## src/rtl/bcd_pkg.sv

```systemverilog
// rtl/bcd_pkg.sv - shared BCD digit type, limits and counter operation codes
package bcd_pkg;

    typedef logic [3:0] bcd_digit_t;

    localparam bcd_digit_t BCD_MAX = 4'd9;

    // One operation is chosen per edge; clr outranks load, which outranks inc/dec.
    typedef enum logic [2:0] {
        OP_HOLD = 3'd0,
        OP_CLR  = 3'd1,
        OP_LOAD = 3'd2,
        OP_INC  = 3'd3,
        OP_DEC  = 3'd4
    } bcd_op_t;

    function automatic logic bcd_valid(input bcd_digit_t d);
        return (d <= BCD_MAX);
    endfunction

endpackage

```

## src/rtl/bcd_digit_step.sv

```systemverilog
// rtl/bcd_digit_step.sv - combinational single BCD digit increment/decrement with carry/borrow
module bcd_digit_step
    import bcd_pkg::*;
(
    input  bcd_digit_t d_i,
    input  logic       step_i,
    input  logic       dir_i,
    output bcd_digit_t q_o,
    output logic       co_o
);

    // Values at or above 9 roll to 0 going up, so an illegal input never propagates.
    always_comb begin
        q_o  = d_i;
        co_o = 1'b0;
        if (step_i) begin
            if (!dir_i) begin
                if (d_i >= BCD_MAX) begin
                    q_o  = 4'd0;
                    co_o = 1'b1;
                end else begin
                    q_o = d_i + 4'd1;
                end
            end else begin
                if (d_i == 4'd0) begin
                    q_o  = BCD_MAX;
                    co_o = 1'b1;
                end else if (!bcd_valid(d_i)) begin
                    q_o = BCD_MAX;
                end else begin
                    q_o = d_i - 4'd1;
                end
            end
        end
    end

endmodule

```

## src/rtl/bcd_score_counter.sv

```systemverilog
// rtl/bcd_score_counter.sv - registered multi-digit BCD up/down counter with wrap/saturate and event pulses
module bcd_score_counter
    import bcd_pkg::*;
#(
    parameter int NUM_DIGITS = 2,
    parameter bit WRAP       = 1'b1
) (
    input  logic                    clk_i,
    input  logic                    rst_ni,
    input  logic                    clr_i,
    input  logic                    load_i,
    input  logic [4*NUM_DIGITS-1:0] load_val_i,
    input  logic                    inc_i,
    input  logic                    dec_i,
    output logic [4*NUM_DIGITS-1:0] count_o,
    output logic                    ovf_o,
    output logic                    unf_o,
    output logic                    load_err_o,
    output logic                    is_zero_o,
    output logic                    is_max_o
);

    localparam int W = 4 * NUM_DIGITS;

    logic [W-1:0]        count_q, count_d;
    logic                ovf_q, ovf_d;
    logic                unf_q, unf_d;
    logic                load_err_q, load_err_d;

    bcd_op_t             op;
    logic                dir;
    logic [NUM_DIGITS:0] step;
    logic [W-1:0]        stepped;
    logic                boundary;
    logic                load_ok;

    always_comb begin
        op = OP_HOLD;
        if (clr_i) begin
            op = OP_CLR;
        end else if (load_i) begin
            op = OP_LOAD;
        end else if (inc_i && !dec_i) begin
            op = OP_INC;
        end else if (dec_i && !inc_i) begin
            op = OP_DEC;
        end
    end

    assign dir     = (op == OP_DEC);
    assign step[0] = 1'b1;

    // Digit i+1 moves only when every lower digit carried/borrowed out.
    for (genvar g = 0; g < NUM_DIGITS; g++) begin : g_digit
        bcd_digit_step u_step (
            .d_i    (count_q[4*g +: 4]),
            .step_i (step[g]),
            .dir_i  (dir),
            .q_o    (stepped[4*g +: 4]),
            .co_o   (step[g+1])
        );
    end

    // Carry out of the top digit means the count was at all-9s (up) or zero (down).
    assign boundary = step[NUM_DIGITS];

    always_comb begin
        load_ok = 1'b1;
        for (int i = 0; i < NUM_DIGITS; i++) begin
            if (!bcd_valid(load_val_i[4*i +: 4])) begin
                load_ok = 1'b0;
            end
        end
    end

    always_comb begin
        count_d    = count_q;
        ovf_d      = 1'b0;
        unf_d      = 1'b0;
        load_err_d = 1'b0;
        unique case (op)
            OP_CLR: begin
                count_d = '0;
            end
            OP_LOAD: begin
                if (load_ok) begin
                    count_d = load_val_i;
                end else begin
                    load_err_d = 1'b1;
                end
            end
            OP_INC: begin
                ovf_d = boundary;
                if (!boundary || WRAP) begin
                    count_d = stepped;
                end
            end
            OP_DEC: begin
                unf_d = boundary;
                if (!boundary || WRAP) begin
                    count_d = stepped;
                end
            end
            default: begin
            end
        endcase
    end

    always_ff @(posedge clk_i or negedge rst_ni) begin
        if (!rst_ni) begin
            count_q    <= '0;
            ovf_q      <= 1'b0;
            unf_q      <= 1'b0;
            load_err_q <= 1'b0;
        end else begin
            count_q    <= count_d;
            ovf_q      <= ovf_d;
            unf_q      <= unf_d;
            load_err_q <= load_err_d;
        end
    end

    assign count_o    = count_q;
    assign ovf_o      = ovf_q;
    assign unf_o      = unf_q;
    assign load_err_o = load_err_q;
    assign is_zero_o  = (count_q == '0);
    assign is_max_o   = (count_q == {NUM_DIGITS{BCD_MAX}});

`ifndef SYNTHESIS
    always @(posedge clk_i) begin
        if (rst_ni) begin
            for (int i = 0; i < NUM_DIGITS; i++) begin
                assert (bcd_valid(count_q[4*i +: 4]))
                else $error("bcd_score_counter: non-BCD digit %0d in count", i);
            end
        end
    end
`endif

endmodule

```

## config.mk

```make
export PLATFORM = sky130hd
export DESIGN_NAME = bcd_score_counter
export DESIGN_NICKNAME = d
export VERILOG_FILES = /design/src/rtl/bcd_pkg.sv /design/src/rtl/bcd_digit_step.sv /design/src/rtl/bcd_score_counter.sv
export SDC_FILE = /design/constraint.sdc
export NUM_CORES = 1
export LEC_CHECK = 0
export ABC_AREA = 1
export CORE_UTILIZATION = 44
export CTS_CLUSTER_DIAMETER = 100
export CTS_CLUSTER_SIZE = 14
export DETAILED_ROUTE_END_ITERATION = 16
export PLACE_DENSITY = 0.78
export SETUP_SLACK_MARGIN = 0.05
export SLEW_MARGIN = 20
export SYNTH_ARGS = -nofsm -noshare
export SYNTH_HDL_FRONTEND = slang
export SYNTH_SLANG_ARGS = --single-unit
```

## constraint.sdc

```tcl
create_clock -name clk_i -period 1.39 [get_ports clk_i]
set_input_delay 0.2085 -clock clk_i [delete_from_list [all_inputs] [get_ports clk_i]]
set_output_delay 0.2085 -clock clk_i [all_outputs]
set_load 0.05 [all_outputs]
```

Word-level counts from Yosys, hierarchy flattened
Index checks and enable logic that the tools add are counted.
Operators by class
  add/sub/neg operators: 4
  magnitude comparators: 6
  equality and inequality tests: 7
  multiplexer cells: 28
  reductions and logical operators: 11
Operators with widths (count)
  4-bit two-way mux: 9
  8-bit one-hot mux with 3 select lines: 1
  4-bit less-or-equal comparator, second input constant: 4
  1-bit two-way mux: 13
  3-bit two-way mux: 4
  4-bit by 1-bit adder with 4-bit output, second input constant: 2
  8-bit == test, second input constant: 1
  4-bit >= comparator, second input constant: 2
  4-bit zero test: 2
  8-bit zero test: 1
  8-bit two-way mux: 1
  4-bit by 1-bit subtractor with 4-bit output, second input constant: 2
  3-bit by 2-bit == test with 1-bit output, second input constant: 2
  3-bit by 1-bit == test with 1-bit output, second input constant: 1
  3-bit == test, second input constant: 1
  3-bit AND reduction: 1
  3-bit nonzero test: 1
  1-bit logical AND: 2
  1-bit zero test: 2
  2-bit by 1-bit != test with 1-bit output, second input constant: 1
  2-bit != test, second input constant: 1
  2-bit AND reduction: 1
  2-bit OR reduction: 1
Storage, ports and cells
  bits in registers: 11
  bits of input ports: 14
  output and inout bits: 13
  logic and storage cells: 61

Depth between registers and ports, before layout
Gate-level depths: netlist of the first run.
  depth after elaboration: 10
  gate-level depth with buffers: 11
  depth with buffers taken out: 11

Modules after synthesis
A second synthesis of the first run with hierarchy kept.
Unflattened totals
  cells, all modules: 207
  area total of the unflattened synthesis: 1222.4 um^2
By module, submodules not included
  bcd_score_counter: times used 1, cells each 97, area each 649.4 um^2
  bcd_digit_step: times used 2, cells each 55, area each 286.5 um^2

Worst setup path before layout of the first run
Ideal clock, no wire load.
  path type: reg-to-output
  from: register count_q[0] (netlist: count_o[0])
  to: output is_zero_o
  data arrival time: 1866 ps
  slack: -684 ps
  cell stages (with the launch flop): 7
  buffers on the path: 0
  cell sequence: dfrtp_1 > inv_1 > ha_1 > nand2_2 > nor2_2 > inv_1 > nor2_1
Between the ends
  word-level cells in the longest chain between the ends: 1
Ends and longest elaborated chain
  start, declared: RTL line bcd_score_counter.sv:25  | logic [W-1:0] count_q, count_d;
  start signal, assigned: RTL line bcd_score_counter.sv:116  | count_q <= count_d;
  8-bit zero test: RTL line bcd_score_counter.sv:127  | assign is_zero_o = (count_q == '0);
  end, declared: RTL line bcd_score_counter.sv:19  | output logic is_zero_o,
No other way between the ends.

Worst setup path in the final report of the first run
  from: register count_q[1] (netlist: count_o[1])
  to: output is_zero_o
The elaborated chain is that of the path after synthesis.

==> flow_metrics.env, run 1 <==
export IMPL_synth_edf_count=0
export IMPL_cp_max_fo=3
export IMPL_drc=0
export IMPL_p_comb_share_pct=68.8
export IMPL_min_path_type="in2async"
export IMPL_period_share_pct=122
export IMPL_clockBufferDepth=2
export IMPL_max_freq_mhz=591
export IMPL_die_h_microns=51.6
export IMPL_groute_usage_overall_pct=30.9
export IMPL_tightestPinTransition_ns=0.284
export IMPL_ys_flop_type="dfrtp_1"
export IMPL_min_period_ns=1.69
export IMPL_final_hold_viol_count=0
export IMPL_max_cap_violations=0
export IMPL_antenna_found_initial=0
export IMPL_irDropWorstVdd_v=0.00133
export IMPL_clkPwrFrac_pct=11.0
export IMPL_drt_vias_per_instance=5.53
export IMPL_cp_startpoint="count_o[1]"
export IMPL_power_density_mw_per_mm2=1130
export IMPL_n_antenna_cell=0
export IMPL_worstPathArrival_ns=1.48
export IMPL_firstDrtPassIters=4
export IMPL_cts_inserted_buffers=3
export IMPL_synth_nets=180
export IMPL_setup_viol=11
export IMPL_synth_area_leaders="dfrtp_1 25%, nand2_1 14%, nand3_1 8.8%, inv_1 8.0%, ha_1 6.9%"
export IMPL_hpwl_mm=2.64
export IMPL_vias=1398
export IMPL_insertion_delay_ns=0.29
export IMPL_cts_root_buf="clkbuf_4"
export IMPL_post_dp_cell_area_sq_mm=0.00178
export IMPL_grt_pass1_wl_mm=5.96
export IMPL_fp_dieArea_sq_mm=0.00266
export IMPL_path_clk_slew_ns=0.08
export IMPL_rsz0062_at_grt="true"
export IMPL_grt_max_degree=12
export IMPL_cp_start_kind="register"
export IMPL_ant_nets=0
export IMPL_rows=17
export IMPL_ctsHoldBuffers=0
export IMPL_relSlewSlack_pct=81.1
export IMPL_initial_core_util_pct=48.0
export IMPL_gp_congestion=0.901
export IMPL_final_cell_mix="37 x nand2_1, 33 x buf_4, 18 x inv_1"
export IMPL_area_growth_pct=82.9
export IMPL_final_common_cell="nand2_1"
export IMPL_violations="setup timing"
export IMPL_cts_tree="done"
export IMPL_p_sw_share_pct=47.6
export IMPL_seqPwrFrac_pct=20.2
export IMPL_core_area_sq_mm=0.00225
export IMPL_slew_viol_final=0
export IMPL_htreeDepth=1
export IMPL_synthCells=160
export IMPL_worst_setup_path_end_kind="output pin"
export IMPL_yosysUniqueCellTypes=23
export IMPL_setup_slack_ns=-0.303
export IMPL_fillCellCount=112
export IMPL_total_leakage_power_uw=0.000970
export IMPL_status="finished, violations left"
export IMPL_worstPathRequired_ns=1.18
export IMPL_ys_seq_area_share_pct=25.4
export IMPL_yosysWarningCount=0
export IMPL_fin_nets=246
export IMPL_drtIter0Drc=70
export IMPL_cts_sinks=11
export IMPL_wl_per_cell_microns=17.5
export IMPL_die_width_microns=51.6
export IMPL_p_int_uw=1170
export IMPL_ioPinCount=27
export IMPL_skew_ns=0.00259
export IMPL_fin_area_sq_mm=0.00198
export IMPL_yosys_area_top_type="dfrtp_1"
export IMPL_ys_async_sr_fraction_pct=100
export IMPL_numPortBuffers=26
export IMPL_worstSetupPathType="reg2out"
export IMPL_drive_above_1_share_pct=49.8
export IMPL_netlist_area_sq_mm=0.00108
export IMPL_setup_tns_ns=-2.28
export IMPL_ys_seq_elements=11
export IMPL_power_total_uw=2230
export IMPL_detail_route_wirelength_mm=4.42
export IMPL_grt_overflow=0
export IMPL_syn_area_per_cell_sq_um=6.76
export IMPL_grt_pass1_vias=1412
export IMPL_rr_startpoint="count_o[1]"
export IMPL_yosysTopAreaCellShare_pct=25.4
export IMPL_p_sw_uw=1060
## power groups by stage
| stage | Sequential (uW) | Clock [uW] | Combinational, uW |
|---|---|---|---|
| floorplan | 628 | 0 | 560 |
| global placement | 442 | 0 | 1260 |
| detailed placement | 447 | 0 | 1300 |
| CTS | 439 | 248 | 1390 |
| global route | 457 | 264 | 1620 |
| finish | 450 | 246 | 1540 |
## metal layers
metal	up-vias	part of all wire [%]	wire length, microns	global-route usage [%]
li1	636	-	-	-
met1	657	38	1670	35.4
met2	86	52	2300	54.5
met3	19	6.9	305	5.56
met4	0	3.4	150	15.8
met5	-	0	0	0
## area by class of cell
type                       count  area, sq um  share of cell area (%)
multi-input combinational    120          840                    42.4
tap                           28         35.0                    1.77
sequential                    11          285                    14.4
inverter                      27          106                    5.37
clock inverter                 1         5.00                   0.253
clock buffer                   3         22.5                    1.14
timing repair buffer          63          686                    34.6
## synthesized netlist by cell type, types with 3 or more instances
cell	count
nor2_2	6
xor2_1	4
nand3_1	19
a21oi_1	4
nand2_2	5
dfrtp_1	11
nor2_1	10
ha_1	6
nor2_4	3
nand3_2	6
inv_1	23
o21ai_0	7
nand2_1	41
inv_2	4
## kinds of logic (layout without fill, tap and decap cells)
logic type | count (synthesis) | in the layout | synth area share [%]
simple gates | 93 | 93 | 43.7
buf+inv | 29 | 94 | 11.1
compound gates | 16 | 16 | 8.79
flops | 11 | 11 | 25.4
fa+ha+maj | 6 | 6 | 6.94
xor+xnor | 5 | 5 | 4.05
## metrics by stage
step                      cells  utilization (%)  hold slack (ns)  setup slack [ns]
after global routing        253             87.8            0.214            -0.346
after global placement      238             78.8            0.527            -0.275
after CTS                   248             83.9            0.222            -0.239
after floorplan             160                -          -0.0871            -0.122
final                       253             87.8            0.222            -0.303
after detailed placement    238             78.8            0.537            -0.335
## worst paths after layout
path / to / depth (start not counted) / slack [ns]
max: is_zero_o / 7 / -0.30
min: count_o[7] / 2 / 0.22
max reg2reg: count_o[6] / 12 / -0.27
min reg2reg: count_o[2] / 2 / 0.67
max in group asynchronous: count_o[0] / 2 / 0.99
min in group clk_i: load_err_o / 4 / 0.40
## sequential cells by signal, summed over array words and instances (netlist names)
signal / count
count_o: 8
load_err_o: 1
ovf_o: 1
unf_o: 1
## critical path: stages (launching register included)
cell     delay [ns]
dfrtp_2        0.43
inv_4          0.10
ha_4           0.16
nand2_4        0.06
nor2_4         0.10
inv_2          0.06
nor2_4         0.13
buf_12         0.14
## timing repair
item | 4_1_cts | 5_1_grt
buffers inserted | 6 | 5
pin swaps | 6 | 7
resized for setup | 11 | 13
setup endpoints to repair | 11 | 12
Note: power is estimated with default switching activity, not from simulation.
==> run 2, diff against run 1 <==
- GPL_TIMING_DRIVEN: unset -> 0
- SKIP_LAST_GASP: unset -> 1
==> run 2 against run 1 <==
Against the previous run:
- the run still ends with setup timing left
- final cell count fell by 5.9%
- flip-flop and latch count did not move
- combinational power fell by 18%
- critical endpoint unchanged
- register-to-register slack improved by 0.10 ns
- setup slack improved by 0.11 ns
- die area did not move
==> flow_metrics.env, run 2 (same netlist as run 1, synthesis figures left out) <==
export IMPL_status="finished, violations left"
export IMPL_violations="setup timing"
export IMPL_relSlewSlack_pct=61.8
export IMPL_worst_setup_path_end_kind="output pin"
export IMPL_n_antenna_cell=0
export IMPL_cp_max_fo=3
export IMPL_htreeDepth=1
export IMPL_worstSetupPathType="reg2out"
export IMPL_area_growth_pct=56.5
export IMPL_pre_cts_slack_ns=-0.632
export IMPL_firstDrtPassIters=5
export IMPL_drtIter0Drc=47
export IMPL_period_share_pct=114
export IMPL_power_density_mw_per_mm2=1140
export IMPL_finalNonFillerCells=238
export IMPL_grt_max_degree=12
export IMPL_cts_inserted_buffers=3
export IMPL_core_area_sq_mm=0.00225
export IMPL_antenna_found_initial=0
export IMPL_tightestPinTransition_ns=0.572
export IMPL_p_sw_share_pct=47.7
export IMPL_post_dp_cell_area_sq_mm=0.00147
export IMPL_rows=17
export IMPL_drive_above_1_share_pct=44.3
export IMPL_setup_viol=11
export IMPL_hpwl_mm=2.02
export IMPL_min_path_type="in2async"
export IMPL_drt_vias_per_instance=5.05
export IMPL_initial_core_util_pct=48.0
export IMPL_fillCellCount=171
export IMPL_die_h_microns=51.6
export IMPL_setup_slack_ns=-0.195
export IMPL_slew_viol_final=0
export IMPL_die_width_microns=51.6
export IMPL_clkPwrFrac_pct=12.0
export IMPL_p_sw_uw=923
export IMPL_fin_nets=231
export IMPL_worstPathRequired_ns=1.18
export IMPL_clockBufferDepth=2
export IMPL_cts_root_buf="clkbuf_4"
export IMPL_vias=1203
export IMPL_seqPwrFrac_pct=22.6
export IMPL_grt_pass1_vias=1070
export IMPL_rsz0062_at_grt="true"
export IMPL_min_period_ns=1.58
export IMPL_path_clk_slew_ns=0.08
export IMPL_insertion_delay_ns=0.27
export IMPL_groute_usage_overall_pct=23.2
export IMPL_cp_start_kind="register"
export IMPL_irDropWorstVdd_v=0.00104
export IMPL_wl_per_cell_microns=12.4
export IMPL_drc=0
export IMPL_ctsHoldBuffers=0
export IMPL_cts_tree="done"
export IMPL_final_core_util_pct=75.1
export IMPL_max_cap_violations=0
export IMPL_total_leakage_power_uw=0.000830
export IMPL_grt_overflow=0
export IMPL_fp_dieArea_sq_mm=0.00266
export IMPL_p_int_uw=1010
export IMPL_numPortBuffers=26
export IMPL_ioPinCount=27
export IMPL_gp_congestion=0.925
export IMPL_worstPathArrival_ns=1.38
export IMPL_ant_nets=0
export IMPL_largest_reg_flops=8
export IMPL_final_cell_mix="38 x nand2_1, 21 x buf_4, 18 x inv_1"
export IMPL_cts_sinks=11
export IMPL_skew_ns=0.00803
export IMPL_detail_route_wirelength_mm=2.96
export IMPL_dp_cells=214
export IMPL_p_comb_share_pct=65.4
export IMPL_grt_pass1_wl_mm=4.62
export IMPL_final_hold_viol_count=0
export IMPL_fin_area_sq_mm=0.00169
export IMPL_final_common_cell="nand2_1"
export IMPL_max_freq_mhz=631
[run 2: metal layers]
layer / wire length, microns / GRT usage [%]
met3: 120 / 2.92
met4: 72 / 7.66
met2: 1400 / 38.7
met1: 1370 / 30.7
met5: 0 / 0
[run 2: what timing repair did]
| item | 4_1_cts | 5_1_grt |
|---|---|---|
| resized for setup | 56 | 18 |
| cloned | 0 | 0 |
| pin swaps | 7 | 4 |
| endpoints found under the setup margin | 22 | 16 |
| buffers inserted | 14 | 6 |
| endpoints found under the hold margin | 0 | 0 |
[run 2: layout make-up]
| cell class | count | area, sq um | share of cell area (%) |
|---|---|---|---|
| Multi-Input combinational cell | 120 | 835 | 49.3 |
| Timing Repair Buffer | 46 | 388 | 22.9 |
| Sequential cell | 11 | 285 | 16.8 |
| Inverter | 27 | 106 | 6.28 |
| Tap cell | 28 | 35.0 | 2.07 |
| Clock buffer | 4 | 26.3 | 1.55 |
| Buffer | 2 | 18.8 | 1.11 |
[run 2: path summary, 6_finish.rpt]
kind	from	endpoint	slack [ns]	cells past startpoint
min in group clk_i	clr_i	ovf_o	0.55	4
worst min register to register	count_o[6]	count_o[6]	0.57	2
max in group asynchronous	rst_ni	count_o[4]	0.68	1
worst max-delay path	count_o[1]	is_zero_o	-0.19	7
worst max register to register	count_o[1]	count_o[7]	-0.17	12
worst min-delay path	rst_ni	ovf_o	0.29	1
[run 2: critical path, cell delays in order (launching register included)]
cell	delay (ns)
dfrtp_2	0.43
inv_4	0.09
ha_4	0.14
nand2_4	0.05
nor2_4	0.10
inv_2	0.06
nor2_4	0.08
buf_6	0.16
[run 2: power by group through the flow]
stage	logic [uW]	registers [uW]	clock network (uW)
final	1270	438	233
after global routing	1370	446	244
after global placement	974	458	0
after CTS	1150	438	233
after floorplan	560	628	0
after detailed placement	993	461	0
[run 2: metrics by stage]
stage	setup TNS, ns	hold slack, ns	total power (uW)
global route	-2.13	0.354	2060
CTS	-1.05	0.318	1820
global placement	-3.86	0.544	1430
detailed placement	-4.08	0.552	1450
finish	-1.43	0.293	1940
floorplan	-0.756	-0.0871	1190
